<file path="config.mk">
export PLATFORM = sky130hd
export DESIGN_NAME = bcd_hex_display_flat
export DESIGN_NICKNAME = d
export VERILOG_FILES = /design/src/rtl/bcd_hex_display_if.sv /design/src/rtl/bcd_hex_display.sv /design/src/flat_wrapper.sv
export SDC_FILE = /design/constraint.sdc
export NUM_CORES = 1
export LEC_CHECK = 0
export BUFFER_PORTS_ARGS = -buffer_cell sky130_fd_sc_hd__buf_4
export CAP_MARGIN = 20
export CORE_AREA = 2 2 121 123
export DETAILED_ROUTE_END_ITERATION = 7
export DIE_AREA = 0 0 123 125
export GPL_TIMING_DRIVEN = 1
export PLACE_DENSITY = 0.84
export SYNTH_ARGS = -nofsm -noshare
export SYNTH_HDL_FRONTEND = slang
export SYNTH_SLANG_ARGS = --single-unit
</file>
<file path="constraint.sdc">
create_clock -name clock -period 2.4 [get_ports clock]
set_clock_uncertainty 0.05 [all_clocks]
set_input_delay 0.12 -clock clock [delete_from_list [all_inputs] [get_ports clock]]
set_output_delay 0.12 -clock clock [all_outputs]
set_load 0.02 [all_outputs]
</file>
<file path="src/rtl/bcd_hex_display_if.sv">
// Bundles the value/load handshake, display controls and the segment outputs of
// the BCD seven-segment display block.
interface bcd_hex_display_if #(
    parameter int WIDTH  = 16,
    parameter int DIGITS = 5
);
    logic [WIDTH-1:0]    value;
    logic                load;
    logic                enable;
    logic                blank_zero;
    logic                blink;
    logic                busy;
    logic                done;
    logic                overflow;
    logic [DIGITS*7-1:0] hex;

    modport master (
        output value, load, enable, blank_zero, blink,
        input  busy, done, overflow, hex
    );

    modport slave (
        input  value, load, enable, blank_zero, blink,
        output busy, done, overflow, hex
    );
endinterface

</file>
<file path="src/rtl/bcd_hex_display.sv">
// Binary-to-BCD converter (one double-dabble step per clock) driving active-low
// seven-segment digits with leading-zero blanking, overflow dashes and blinking.
module bcd_hex_display #(
    parameter int WIDTH     = 16,
    parameter int DIGITS    = 5,
    parameter int BLINK_DIV = 25000000
) (
    input logic              clock,
    input logic              reset,
    bcd_hex_display_if.slave bus
);
    localparam int BW  = DIGITS * 4;
    localparam int CW  = $clog2(WIDTH + 1);
    localparam int BCW = $clog2(BLINK_DIV);
    localparam logic [6:0] SEG_BLANK = 7'b1111111;
    localparam logic [6:0] SEG_DASH  = 7'b0111111;

    typedef enum logic {S_IDLE = 1'b0, S_CONV = 1'b1} state_t;

    function automatic logic [6:0] seg7(input logic [3:0] d);
        case (d)
            4'd0:    seg7 = 7'b1000000;
            4'd1:    seg7 = 7'b1111001;
            4'd2:    seg7 = 7'b0100100;
            4'd3:    seg7 = 7'b0110000;
            4'd4:    seg7 = 7'b0011001;
            4'd5:    seg7 = 7'b0010010;
            4'd6:    seg7 = 7'b0000010;
            4'd7:    seg7 = 7'b1111000;
            4'd8:    seg7 = 7'b0000000;
            4'd9:    seg7 = 7'b0010000;
            default: seg7 = SEG_BLANK;
        endcase
    endfunction

    state_t              state_r, state_s;
    logic                start_s, finish_s;
    logic [WIDTH-1:0]    shift_r;
    logic [BW-1:0]       bcd_r, adj_s, bcd_step_s, disp_bcd_r;
    logic [CW-1:0]       count_r;
    logic                ovf_r, ovf_step_s, disp_ovf_r, valid_r, done_r;
    logic [BCW-1:0]      blink_cnt_r;
    logic                phase_r;
    logic [DIGITS*7-1:0] hex_s, hex_r;

    // One double-dabble step: add 3 to nibbles >= 5, then shift in the next bit.
    always_comb begin
        adj_s = bcd_r;
        for (int i = 0; i < DIGITS; i++) begin
            if (bcd_r[4*i+:4] >= 4'd5) adj_s[4*i+:4] = bcd_r[4*i+:4] + 4'd3;
            else                       adj_s[4*i+:4] = bcd_r[4*i+:4];
        end
        bcd_step_s = {adj_s[BW-2:0], shift_r[WIDTH-1]};
        ovf_step_s = ovf_r | adj_s[BW-1];
    end

    // Conversion FSM next-state: idle until load, then WIDTH steps.
    always_comb begin
        state_s  = state_r;
        start_s  = 1'b0;
        finish_s = 1'b0;
        case (state_r)
            S_IDLE: begin
                if (bus.load) begin
                    start_s = 1'b1;
                    state_s = S_CONV;
                end else begin
                    state_s = S_IDLE;
                end
            end
            S_CONV: begin
                if (count_r == CW'(WIDTH - 1)) begin
                    finish_s = 1'b1;
                    state_s  = S_IDLE;
                end else begin
                    state_s = S_CONV;
                end
            end
            default: state_s = S_IDLE;
        endcase
    end

    // FSM state, conversion datapath and display registers.
    always_ff @(posedge clock) begin
        if (reset) begin
            state_r    <= S_IDLE;
            shift_r    <= '0;
            bcd_r      <= '0;
            count_r    <= '0;
            ovf_r      <= 1'b0;
            done_r     <= 1'b0;
            disp_bcd_r <= '0;
            disp_ovf_r <= 1'b0;
            valid_r    <= 1'b0;
        end else begin
            state_r <= state_s;
            done_r  <= finish_s;
            if (start_s) begin
                shift_r <= bus.value;
                bcd_r   <= '0;
                ovf_r   <= 1'b0;
                count_r <= '0;
            end else if (state_r == S_CONV) begin
                shift_r <= shift_r << 1;
                bcd_r   <= bcd_step_s;
                ovf_r   <= ovf_step_s;
                count_r <= count_r + CW'(1);
            end
            if (finish_s) begin
                disp_bcd_r <= bcd_step_s;
                disp_ovf_r <= ovf_step_s;
                valid_r    <= 1'b1;
            end
        end
    end

    // Free-running blink timebase; phase 1 means digits visible.
    always_ff @(posedge clock) begin
        if (reset) begin
            blink_cnt_r <= '0;
            phase_r     <= 1'b1;
        end else if (blink_cnt_r == BCW'(BLINK_DIV - 1)) begin
            blink_cnt_r <= '0;
            phase_r     <= ~phase_r;
        end else begin
            blink_cnt_r <= blink_cnt_r + BCW'(1);
        end
    end

    // Segment selection; walks from the leftmost digit so leading zeros are known.
    always_comb begin : seg_sel
        logic       lead;
        logic [3:0] digit;
        hex_s = {(DIGITS*7){1'b1}};
        lead  = bus.blank_zero;
        digit = 4'd0;
        for (int i = DIGITS - 1; i >= 0; i--) begin
            digit = disp_bcd_r[4*i+:4];
            if (!bus.enable || (bus.blink && !phase_r) || !valid_r) hex_s[7*i+:7] = SEG_BLANK;
            else if (disp_ovf_r)                                    hex_s[7*i+:7] = SEG_DASH;
            else if (lead && (digit == 4'd0) && (i != 0))           hex_s[7*i+:7] = SEG_BLANK;
            else                                                    hex_s[7*i+:7] = seg7(digit);
            if (digit != 4'd0) lead = 1'b0;
            else               lead = lead;
        end
    end

    // Registered segment outputs.
    always_ff @(posedge clock) begin
        if (reset) hex_r <= {(DIGITS*7){1'b1}};
        else       hex_r <= hex_s;
    end

    assign bus.busy     = (state_r == S_CONV);
    assign bus.done     = done_r;
    assign bus.overflow = ovf_r;
    assign bus.hex      = hex_r;
endmodule

</file>
<file path="src/flat_wrapper.sv">
// flat-port wrapper written by rule: the top's interface ports become plain ports
module bcd_hex_display_flat 
#(
    parameter int WIDTH     = 16,
    parameter int DIGITS    = 5,
    parameter int BLINK_DIV = 25000000
)
  (clock, reset, bus_value, bus_load, bus_enable, bus_blank_zero, bus_blink, bus_busy, bus_done, bus_overflow, bus_hex);
  bcd_hex_display_if #(.WIDTH(WIDTH), .DIGITS(DIGITS)) bus_i ();
  input logic clock;
  input logic reset;
  input wire logic [$bits(bus_i.value)-1:0] bus_value;
  input wire logic [$bits(bus_i.load)-1:0] bus_load;
  input wire logic [$bits(bus_i.enable)-1:0] bus_enable;
  input wire logic [$bits(bus_i.blank_zero)-1:0] bus_blank_zero;
  input wire logic [$bits(bus_i.blink)-1:0] bus_blink;
  output wire logic [$bits(bus_i.busy)-1:0] bus_busy;
  output wire logic [$bits(bus_i.done)-1:0] bus_done;
  output wire logic [$bits(bus_i.overflow)-1:0] bus_overflow;
  output wire logic [$bits(bus_i.hex)-1:0] bus_hex;
  assign bus_i.value = bus_value;
  assign bus_i.load = bus_load;
  assign bus_i.enable = bus_enable;
  assign bus_i.blank_zero = bus_blank_zero;
  assign bus_i.blink = bus_blink;
  assign bus_busy = bus_i.busy;
  assign bus_done = bus_i.done;
  assign bus_overflow = bus_i.overflow;
  assign bus_hex = bus_i.hex;
  bcd_hex_display #(.WIDTH(WIDTH), .DIGITS(DIGITS), .BLINK_DIV(BLINK_DIV)) u_core (.clock(clock), .reset(reset), .bus(bus_i));
endmodule
</file>
# --- Word level (Yosys, flattened, before mapping) ---
# Memory sizes are Yosys's and may differ from the RTL's. A register that Yosys moved wholly into a read port is not among the register bits.
# Index checks and enable logic that the tools add are counted.
# W data, S select, Z words.
totals:
  in_bits: 22
  mem_bits_ro: 560
  ff_bits: 127
  n_memories: 5
  output_inout_bits: 38
  elab_cells: 100
op_classes:
  magnitude_cmp: 5
  n_reduce_logical: 26
  n_eq_ne: 2
  add_sub_neg: 7
  muxes: 35
  bitwise: 3
memory_table:
  columns: ["memory", "depth", "width", "rd", "rd_ports_with_merged_regs", "write_ports", "line", "source"]
  rows:
  - ["(no name shown)", 16, 7, 1, 1, 0, "bcd_hex_display.sv:21", "case (d)"]
  - ["(no name shown)", 16, 7, 1, 1, 0, "bcd_hex_display.sv:21", null]
  - ["(no name shown)", 16, 7, 1, 1, 0, "bcd_hex_display.sv:21", null]
  - ["(no name shown)", 16, 7, 1, 1, 0, "bcd_hex_display.sv:21", null]
  - ["(no name shown)", 16, 7, 1, 1, 0, "bcd_hex_display.sv:21", null]
op_table:
  columns: ["operator", "count"]
  rows:
  - ["$mux W7", 9]
  - ["$mux W4", 15]
  - ["$mux W16", 2]
  - ["$add A25 B1 Y25 const B", 1]
  - ["$eq A25 B25 Y1 const B", 1]
  - ["$add A4 B2 Y4 const B", 5]
  - ["$ge A4 B3 Y1 const B", 5]
  - ["$logic_not A4 Y1", 4]
  - ["$reduce_or A4 Y1", 4]
  - ["$reduce_bool A4 Y1", 3]
  - ["$mux W1", 8]
  - ["$reduce_or A2 Y1", 3]
  - ["$add A5 B1 Y5 const B", 1]
  - ["$eq A5 B4 Y1 const B", 1]
  - ["$logic_and A1 B1 Y1", 5]
  - ["$logic_not A1 Y1", 3]
  - ["$reduce_or A3 Y1", 1]
  - ["$logic_or A1 B1 Y1", 2]
  - ["$not A1 Y1", 2]
  - ["$pmux W1 S2", 1]
  - ["$reduce_bool A2 Y1", 1]
  - ["$or A1 B1 Y1", 1]

# --- Logic depth before layout (Yosys ltp) ---
# Gate-level depths: netlist (run 1).
logic_depth:
  ltp_word: 7
  mapped_depth: 14

# --- Worst setup path before layout (run 1) ---
# Ideal clock, no wire load.
synth_timing:
  kind: "reg2reg"
  from: "reg u_core.count_r[0]"
  to: "reg with a tool-made name"
  required_time_ps: 2207
  setup_slack_ps: -308
  stages_incl_launch_ff: 15
  period_less_slack_ps: 2708
  setup_ps: 143
  t_arrival_ps: 2515
  cell_sequence: "dfxtp_1 -> ha_1 -> and3_1 -> ha_1 -> nand2_2 -> buf_4 -> buf_2 -> nor2_1 -> a21oi_2 -> inv_1 -> ha_1 -> nand2_1 -> o21ai_0 -> a211oi_1 -> a32oi_1"
synth_lines:
  columns: ["item", "line", "source"]
  rows:
  - ["from (decl)", "bcd_hex_display.sv:40", "logic [CW-1:0] count_r;"]
  - ["from (signal assigned)", "bcd_hex_display.sv:107", "count_r <= count_r + CW'(1);"]

==> results.cfg, run 1 <==
[status]
outcome = finished with violations
violations = design-rule violations, negative setup slack

[route]
routed_via_density = 5.81
route.met2.wl_mm = 9.50
drt_wl_total_mm = 19.4
wl_met3_mm = 1.29
wl_met1_mm = 7.99
routed.top_layer = met4
vias = 6635
antenna_left = 0
drc = 2
detail_route.wl_per_cell_um = 17.0
drt_first_pass_iters = 7
drt_iter0_drc = 662

[worst_setup_path]
crit_path_max_incr_delay_ns = 0.38
rr_worst_depth = 10
crit_slowest_cell = o21ai_0
path_buf_inv = 2
crit_path_start_kind = flop
crit_required_ns = 2.66
crit_path_end_kind = flop
cp_cell_sequence = inv_2, ha_4, and2b_1, buf_4, o21ai_0, nor3_2, o21a_2, ha_1, nor4_2, a21oi_1
cp_max_fo = 5
critPathKind = reg -> reg
rr_startpoint = u_core.bcd_r[13]
r2r_slack_ns = -0.15
crit_arrival_ns = 2.81
cpLargestDelayFamily = compound AO/OA/AOI/OAI gates

[die]
rows = 44
die_h_um = 125
io_pins = 60
die-area_mm2 = 0.0154
coreArea_mm2 = 0.0142
initial_core_util = 0.521
die_w_um = 123

[cells_and_area]
n_antenna_cell = 0
layout_common_cells = dfxtp_1 (154), buf_4 (139), nor2_1 (98)
post-route-util = 0.680
final_common_cell = dfxtp_1
area.growth.synth_to_final_pct = 30.5
layout-drive-gt1-share = 0.287
final_nets = 1005

[global_route]
grt.overflow.total = 0
grt_pass1_vias = 6061
grt_max_degree = 42
grt_use_total = 0.231
antenna_found_initial = 0
grt_pass1_wl_mm = 28.5

[place]
gp_congestion = 0.914
io_buffers = 59
dp_hpwl_mm = 11.4
place_ws_ns = -0.0960

[synthesis]
synth_xor_area_frac = 0.0343
synth_compound_area_frac = 0.179
synth_top_family_by_area = simple AND/OR/NAND/NOR gates
synth-seq-cells = 162
ys.flop_type = dfxtp_1
ys_types = 66
synthCells = 812
syn-cell-area_mm2 = 0.00740
synth_fa_ha_area_frac = 0.0642
synthSimpleGateAreaFrac = 0.204
yosys-mux-area-fraction = 0.0299
synth_nets = 872
syn_area_per_cell_um2 = 9.12
ys_seq_area_frac = 0.438
ys_async_sr_fraction = 0
yosys_warnings = 0
synth_edf_count = 0

[clock_network]
clock_latency_ns = 0.44
clk_pin_slew_ns = 0.06
htree_levels = 4
cts-root-buf = clkbuf_16
clockBufferDepth = 2
cts_tree = done
clock-sinks = 162
cts_buffers = 17

[hold_path]
whs_endpoint = u_core.shift_r[9]
hold_depth = 5
hold_class = in -> reg
min_from = bus_value[9]

[sta]
fin_crit_sh = 1.06
final_max_slew_viol_count = 0
hold_violations = 0
tightest_slew_ns = 0.605
slew_headroom = 0.593
rsz0062_at_grt = true
setup_viol = 6
fin_ws_ns = -0.154
max_freq_mhz = 392
fin_crit_ns = 2.55
finalSetupTns_ns = -0.425

[power_and_ir_drop]
p_leak_nw = 3.79
swShare = 0.220
seq_power_share = 0.450
power_w = 0.00610
pwr_density_cell_mw_per_mm2 = 631
p_int_w = 0.00476
p_comb_frac = 0.052
clkPwrFrac = 0.498
max-vdd-ir-drop_uv = 543
p_sw_w = 0.00134

[flow_run]
maxCapViolCount = 0
==> metrics by stage <==
stage,instance area (um2),hold WS [ns],instances
after floorplan,7520,0.226,812
after global placement,8450,0.338,1077
after detailed placement,8450,0.341,1077
after CTS,9260,0.000124,1122
after global routing,9660,0.0497,1142
final,9660,0.00675,1142
==> synth_stat cells (6+ instances only) <==
| master | n | area share |
|---|---|---|
| nand3_1 | 18 | 0.012 |
| buf_4 | 7 | 0.0071 |
| or2_2 | 7 | 0.0059 |
| or3_1 | 18 | 0.015 |
| a21o_1 | 6 | 0.0061 |
| nand4_1 | 9 | 0.0076 |
| a21oi_1 | 49 | 0.033 |
| nand2b_1 | 14 | 0.012 |
| a32oi_1 | 8 | 0.0095 |
| and3_1 | 8 | 0.0068 |
| o31a_1 | 8 | 0.0095 |
| buf_2 | 11 | 0.0074 |
| dfxtp_1 | 162 | 0.44 |
| xnor2_1 | 10 | 0.012 |
| nor3_1 | 24 | 0.016 |
| ha_1 | 38 | 0.064 |
| xor2_1 | 19 | 0.022 |
| nand2_1 | 57 | 0.029 |
| nor2_1 | 100 | 0.051 |
| o21a_1 | 6 | 0.0061 |
| o21ai_0 | 30 | 0.020 |
| inv_1 | 35 | 0.018 |
| nor4_1 | 13 | 0.011 |
| clkbuf_1 | 14 | 0.0071 |
| a211oi_1 | 20 | 0.020 |
| mux2i_1 | 21 | 0.028 |
==> cell type report <==
class	count	area (um2)
tap	184	230
clock inverter	12	205
sequential	162	3260
inverter	39	154
fill	974	4540
multi-input combinational	572	4150
timing repair buffer	153	1200
clock buffer	20	457
==> per-layer routing <==
metal	global-route usage	vias to the layer above
met5	0	-
met4	0.0989	0
met3	0.0607	69
met2	0.370	282
met1	0.293	3152
li1	-	3132
==> how the worst max path moves through the flow <==
stage / cells past startpoint / endpoint / from
floorplan: 12 / flop / u_core.count_r[1]
global placement: 11 / flop / u_core.bcd_r[0]
detailed placement: 10 / flop / u_core.bcd_r[0]
CTS: 12 / flop / u_core.count_r[1]
global route: 10 / flop / u_core.bcd_r[13]
finish: 10 / flop / u_core.bcd_r[13]
==> cells by family after synthesis <==
| family | Yosys count |
|---|---|
| adders and majority gates | 38 |
| buffers and inverters | 80 |
| xor gates and xnor gates | 29 |
| AOI/OAI and AO/OA | 181 |
| DFF | 162 |
| and+or+nand+nor | 300 |
| muxes | 22 |
==> tightest hold or removal path: stages <==
cell,delay [ns]
buf_4,0.08
mux2i_1,0.06
nor2_1,0.08
a21oi_1,0.04
nor2_1,0.08
==> power groups by stage <==
| stage | registers [W] | logic (W) | clock network, W |
|---|---|---|---|
| 4_1_cts | 0.00275 | 0.000295 | 0.00305 |
| 6_report | 0.00275 | 0.000317 | 0.00304 |
| 3_3_place_gp | 0.00280 | 0.000274 | 0 |
| 2_1_floorplan | 0.00280 | 0.000190 | 0 |
| 3_5_place_dp | 0.00280 | 0.000280 | 0 |
| 5_1_grt | 0.00275 | 0.000350 | 0.00317 |
==> what timing repair did <==
item,CTS,global route
gates resized for setup,6,60
hold buffers,10,0
setup buffers,1,19
endpoints found under the setup margin,13,29
gates cloned,2,1
pin swaps,3,23
hold endpoints to repair,10,0
No activity file was read; power rests on OpenSTA's default activity.
==> run 2, diff against run 1 <==
--- a/config.mk
+++ b/config.mk
@@ -11,6 +11,7 @@
 export DETAILED_ROUTE_END_ITERATION = 7
 export DIE_AREA = 0 0 123 125
 export GPL_TIMING_DRIVEN = 1
+export HOLD_SLACK_MARGIN = 0.02
 export PLACE_DENSITY = 0.84
 export SYNTH_ARGS = -nofsm -noshare
 export SYNTH_HDL_FRONTEND = slang
==> constraint.sdc (replaced) <==
create_clock -name clock -period 2.2 [get_ports clock]
set_clock_uncertainty 0.05 [all_clocks]
set_input_delay 0.11 -clock clock [delete_from_list [all_inputs] [get_ports clock]]
set_output_delay 0.11 -clock clock [all_outputs]
set_load 0.02 [all_outputs]
==> run 2 against run 1 <==
Against the previous run:
- the run ends with negative setup slack left
- final area increased by 13%
- die area unchanged
- wire length increased by 36%
- global-route usage increased by 4.1 points
- maximum frequency increased by 0.15%
- critical path depth unchanged
- first-iteration DRC count increased by 15%
- via count increased by 15%
- clock power decreased by 1%
- combinational power increased by 28%
- hold slack improved by 0.14 ns
==> results.cfg, run 2 (synthesis gave the netlist of run 1 again) <==
[route]
routed_via_density = 6.28
detail_route.wl_per_cell_um = 21.8
drt_first_pass_iters = 8
drt_iter0_drc = 761
vias = 7633
antenna_left = 0
drt_wl_total_mm = 26.5
drc = 0

[global_route]
grt_pass1_vias = 6875
grt_use_total = 0.272
grt_max_degree = 44
grt_pass1_wl_mm = 33.5
grt.overflow.total = 0
antenna_found_initial = 0

[worst_setup_path]
rr_startpoint = u_core.count_r[0]
crit_top_cell = ha_4
crit_path_end_kind = flop
crit_arrival_ns = 2.84
crit_path_max_incr_delay_ns = 0.36
cpLargestDelayFamily = simple AND/OR/NAND/NOR gates
crit_path_start_kind = flop
cp_max_fo = 5
cp_cell_sequence = ha_4, and3_4, ha_4, and2_4, nor2_4, a311oi_4, inv_2, ha_4, or3_1, a32oi_1
rr_worst_depth = 10
crit_slowest_cell = dfxtp_2
crit_required_ns = 2.49
path_buf_inv = 1
r2r_slack_ns = -0.35
critPathKind = reg -> reg

[sta]
max_freq_mhz = 392
rsz0062_at_grt = true
final_max_slew_viol_count = 0
slew_headroom = 0.502
fin_ws_ns = -0.350
fin_crit_sh = 1.16
whs_ns = 0.148
setup_viol = 35
hold_violations = 0
tightest_slew_ns = 0.740
finalSetupTns_ns = -5.58
fin_crit_ns = 2.55

[cells_and_area]
layout-drive-gt1-share = 0.398
layout_common_cells = buf_4 (184), dfxtp_1 (155), nor2_1 (89)
area.growth.synth_to_final_pct = 47.8
layout.cells.non_filler = 1216
fill_cells = 736
n_antenna_cell = 0
final_nets = 1081
post-route-util = 0.770
final_common_cell = buf_4

[clock_network]
cts_buffers = 17
clock_latency_ns = 0.45
clockBufferDepth = 2
htree_levels = 4
clock-sinks = 162
clk_pin_slew_ns = 0.07
cts_tree = done
cts-root-buf = clkbuf_16

[status]
violations = negative setup slack
outcome = finished with violations

[power_and_ir_drop]
p_leak_nw = 4.26
power_w = 0.00640
pwr_density_cell_mw_per_mm2 = 585
max-vdd-ir-drop_uv = 573

[place]
dp_hpwl_mm = 12.2
place_inst = 1128
gp_congestion = 0.888
io_buffers = 59

[die]
die-area_mm2 = 0.0154
io_pins = 60
die_w_um = 123
die_h_um = 125
rows = 44
coreArea_mm2 = 0.0142
initial_core_util = 0.521

[flow_run]
maxCapViolCount = 0

[hold_path]
whs_endpoint = u_core.shift_r[0]
hold_class = in -> reg
hold_depth = 3
min_from = bus_load
[run 2: changes by cell type in the layout (fill, tap and decap cells not counted), moves of 8 or more]
cell           before  now
ha_1               26   13
nor2_1             98   89
buf_6               1   20
ha_4                7   19
buf_4             139  184
dlygate4sd3_1      10   18
[run 2: metal layers]
layer | global-route usage | vias to the layer above | share of wire
li1 | - | 3269 | -
met1 | 0.331 | 3612 | 0.36
met2 | 0.463 | 563 | 0.49
met3 | 0.0561 | 189 | 0.090
met4 | 0.118 | 0 | 0.062
met5 | 0 | - | 0
[run 2: area by class of cell]
type	instances	area, um2	share of cell area
multi-input cells	571	4780	0.437
flip-flops and latches	162	3250	0.297
clock inverters	9	106	0.00972
well taps	184	230	0.0211
clock buffers	21	470	0.0430
inverters	39	166	0.0152
repair buffers	230	1930	0.177
[run 2: per-stage QoR]
| stage | area (um2) | setup WS, ns |
|---|---|---|
| 2_1_floorplan | 7600 | -0.198 |
| 3_3_place_gp | 8910 | -0.0894 |
| 3_5_place_dp | 8910 | -0.173 |
| 4_1_cts | 10100 | -0.0841 |
| 5_1_grt | 10900 | -0.463 |
| 6_report | 10900 | -0.350 |
[run 2: power breakdown]
part | switching, W | total [W] | internal (W)
clock network | 0.00125 | 0.00300 | 0.00175
registers | 0.0000302 | 0.00300 | 0.00297
logic | 0.000240 | 0.000405 | 0.000165
[run 2: worst max-delay path by stage]
stage                 startpoint    to  slack [ns]  depth (start not counted)
2_1_floorplan  u_core.count_r[1]  flop       -0.20                         14
3_3_place_gp   u_core.count_r[1]  flop       -0.09                         11
3_5_place_dp   u_core.count_r[1]  flop       -0.17                         11
4_1_cts        u_core.count_r[0]  flop       -0.08                         10
5_1_grt        u_core.count_r[0]  flop       -0.46                         10
6_report       u_core.count_r[0]  flop       -0.35                         10
[run 2: worst min-delay path: stages]
cell and delay (ns):
buf_4 0.21, mux2i_1 0.20, nor3_1 0.06
[run 2: repair_timing]
action | 4_1_cts | 5_1_grt
setup endpoints to repair | 33 | 39
setup buffers | 15 | 27
gates resized for setup | 61 | 140
pin swaps | 28 | 64
hold endpoints to repair | 23 | 0
hold buffers | 18 | 0
cloned | 2 | 0
==> run 3, diff against run 2 <==
--- a/config.mk
+++ b/config.mk
@@ -10,6 +10,7 @@
 export CORE_AREA = 2 2 121 123
 export DETAILED_ROUTE_END_ITERATION = 7
 export DIE_AREA = 0 0 123 125
+export GPL_ROUTABILITY_DRIVEN = 0
 export GPL_TIMING_DRIVEN = 1
 export HOLD_SLACK_MARGIN = 0.02
 export PLACE_DENSITY = 0.84
==> constraint.sdc (replaced) <==
create_clock -name clock -period 2.2 [get_ports clock]
set_clock_uncertainty 0.05 [all_clocks]
set_input_delay 0.11 -clock clock [delete_from_list [all_inputs] [get_ports clock]]
set_output_delay 0.11 -clock clock [all_outputs]
set_load 0.1 [all_outputs]
==> run 3 against run 2 <==
Against the previous run:
- the flow still finishes with violations (negative setup slack)
- sequential power about the same
- via count decreased by 5.6%
- first-iteration DRC count increased by 5.5%
- clock-buffer cell count is 1 lower
- hold slack got worse by 0.058 ns
- combinational power about the same
- critical path depth is 3 higher
- total power up 0.37%
- final area is 4.5% lower
- largest cell class unchanged
==> results.cfg, run 3 (synthesis gave the netlist of run 1 again) <==
[status]
outcome = finished with violations
violations = negative setup slack

[clock_network]
htree_levels = 4
clock_latency_ns = 0.44
clockBufferDepth = 2
clk_pin_slew_ns = 0.07
cts_tree = done
cts_buffers = 17
cts-root-buf = clkbuf_16
clock-sinks = 162

[route]
antenna_left = 0
drt_first_pass_iters = 6
routed_via_density = 6.03
detail_route.wl_per_cell_um = 18.9
drt_wl_total_mm = 22.7
drc = 0
vias = 7209
drt_iter0_drc = 803

[die]
io_pins = 60
die_h_um = 125
die_w_um = 123
coreArea_mm2 = 0.0142
die-area_mm2 = 0.0154
initial_core_util = 0.521
rows = 44

[sta]
hold_violations = 0
max_freq_mhz = 384
final_max_slew_viol_count = 0
rsz0062_at_grt = true
fin_ws_ns = -0.406
slew_headroom = 0.650
finalSetupTns_ns = -3.44
setup_viol = 32
fin_crit_sh = 1.18
fin_crit_ns = 2.61
tightest_slew_ns = 0.522

[global_route]
grt_pass1_wl_mm = 33.0
grt_max_degree = 66
grt.overflow.total = 0
antenna_found_initial = 0
grt_use_total = 0.269
grt_pass1_vias = 6999

[power_and_ir_drop]
p_leak_nw = 4.12
max-vdd-ir-drop_uv = 587
pwr_density_cell_mw_per_mm2 = 615

[worst_setup_path]
crit_path_end_kind = flop
cp_cell_sequence = ha_4, and3_4, ha_4, nand2_8, buf_12, and3_4, a21oi_4, inv_2, ha_4, nand2_1, o21ai_2, a211oi_1, a32oi_1
crit_path_max_incr_delay_ns = 0.38
rr_worst_depth = 13
r2r_slack_ns = -0.41
crit_path_start_kind = flop
critPathKind = reg -> reg
crit_top_cell = ha_4
crit_slowest_cell = a211oi_1
rr_startpoint = u_core.count_r[1]
crit_required_ns = 2.43
cp_max_fo = 6
crit_arrival_ns = 2.84
crit_start = u_core.count_r[1]

[cells_and_area]
area.growth.synth_to_final_pct = 41.1
post-route-util = 0.735
layout_common_cells = buf_4 (175), dfxtp_1 (157), nor2_1 (90)
final_common_cell = buf_4
fill_cells = 862
layout-drive-gt1-share = 0.356
final_nets = 1062
n_antenna_cell = 0

[hold_path]
hold_class = in -> reg

[place]
dp_hpwl_mm = 11.7
place_ws_ns = -0.164
io_buffers = 59

[flow_run]
maxCapViolCount = 0
-- run 3: cell types whose count changed in the layout (fill, tap and decap cells not counted), moves of 5 or more --
cell,previous run,this run
nor4_4,9,3
buf_6,20,14
ha_1,13,19
nor4_1,4,9
ha_4,19,14
buf_4,184,175
o21ai_2,6,1
-- run 3: what timing repair did --
action	CTS	global route
gates resized for setup	55	74
hold buffers	17	0
pin swaps	21	25
cloned	3	0
buffers inserted	16	6
setup endpoints to repair	34	35
hold endpoints to repair	18	0
-- run 3: layout make-up --
type	count	area, um2	area share
Multi-Input combinational cell	571	4460	0.427
Sequential cell	162	3250	0.312
Timing Repair Buffer	211	1760	0.168
Clock buffer	20	447	0.0428
Tap cell	184	230	0.0220
Inverter	39	169	0.0162
Clock inverter	9	131	0.0126
-- run 3: per-layer routing --
layer	wire length, um	track usage	share of wire
met5	0	0	0
met4	1060	0.136	0.047
met3	1490	0.0666	0.066
met2	11200	0.457	0.49
met1	8910	0.311	0.39
-- run 3: where the power goes --
group          switching [W]  internal, W  leakage [nW]  total [W]
logic               0.000235     0.000172          2.52   0.000407
clock network        0.00122      0.00180         0.287    0.00302
registers          0.0000291      0.00297          1.31    0.00300
total                0.00148      0.00494          4.12    0.00642
-- run 3: worst min path at each step --
stage / end / slack [ns] / cells after the start / startpoint
CTS: u_core.bus.busy / 0.04 / 3 / bus_load
floorplan: u_core.bus.hex[13] / 0.22 / 2 / reset
global route: u_core.bus.busy / 0.10 / 3 / bus_load
global placement: u_core.bus.hex[31] / 0.34 / 1 / flop
detailed placement: u_core.bus.hex[3] / 0.34 / 1 / flop
finish: u_core.bus.busy / 0.09 / 3 / bus_load
-- run 3: critical path, delay by kind of cell (launching register included) --
family	cells	cell delay, ns
AO/OA/AOI/OAI	4	0.79
AND/OR/NAND/NOR	4	0.55
adder cells (fa/ha/maj)	3	0.50
flip-flops	1	0.35
buffers and inverters	2	0.22
-- run 3: through the flow --
step | std cells | area (um2) | total power, W | hold WS, ns
2_1_floorplan | 812 | 7610 | 0.00327 | 0.216
3_3_place_gp | 1126 | 8910 | 0.00338 | 0.339
3_5_place_dp | 1126 | 8910 | 0.00340 | 0.344
4_1_cts | 1191 | 10100 | 0.00636 | 0.0395
5_1_grt | 1196 | 10400 | 0.00657 | 0.103
6_report | 1196 | 10400 | 0.00642 | 0.0906
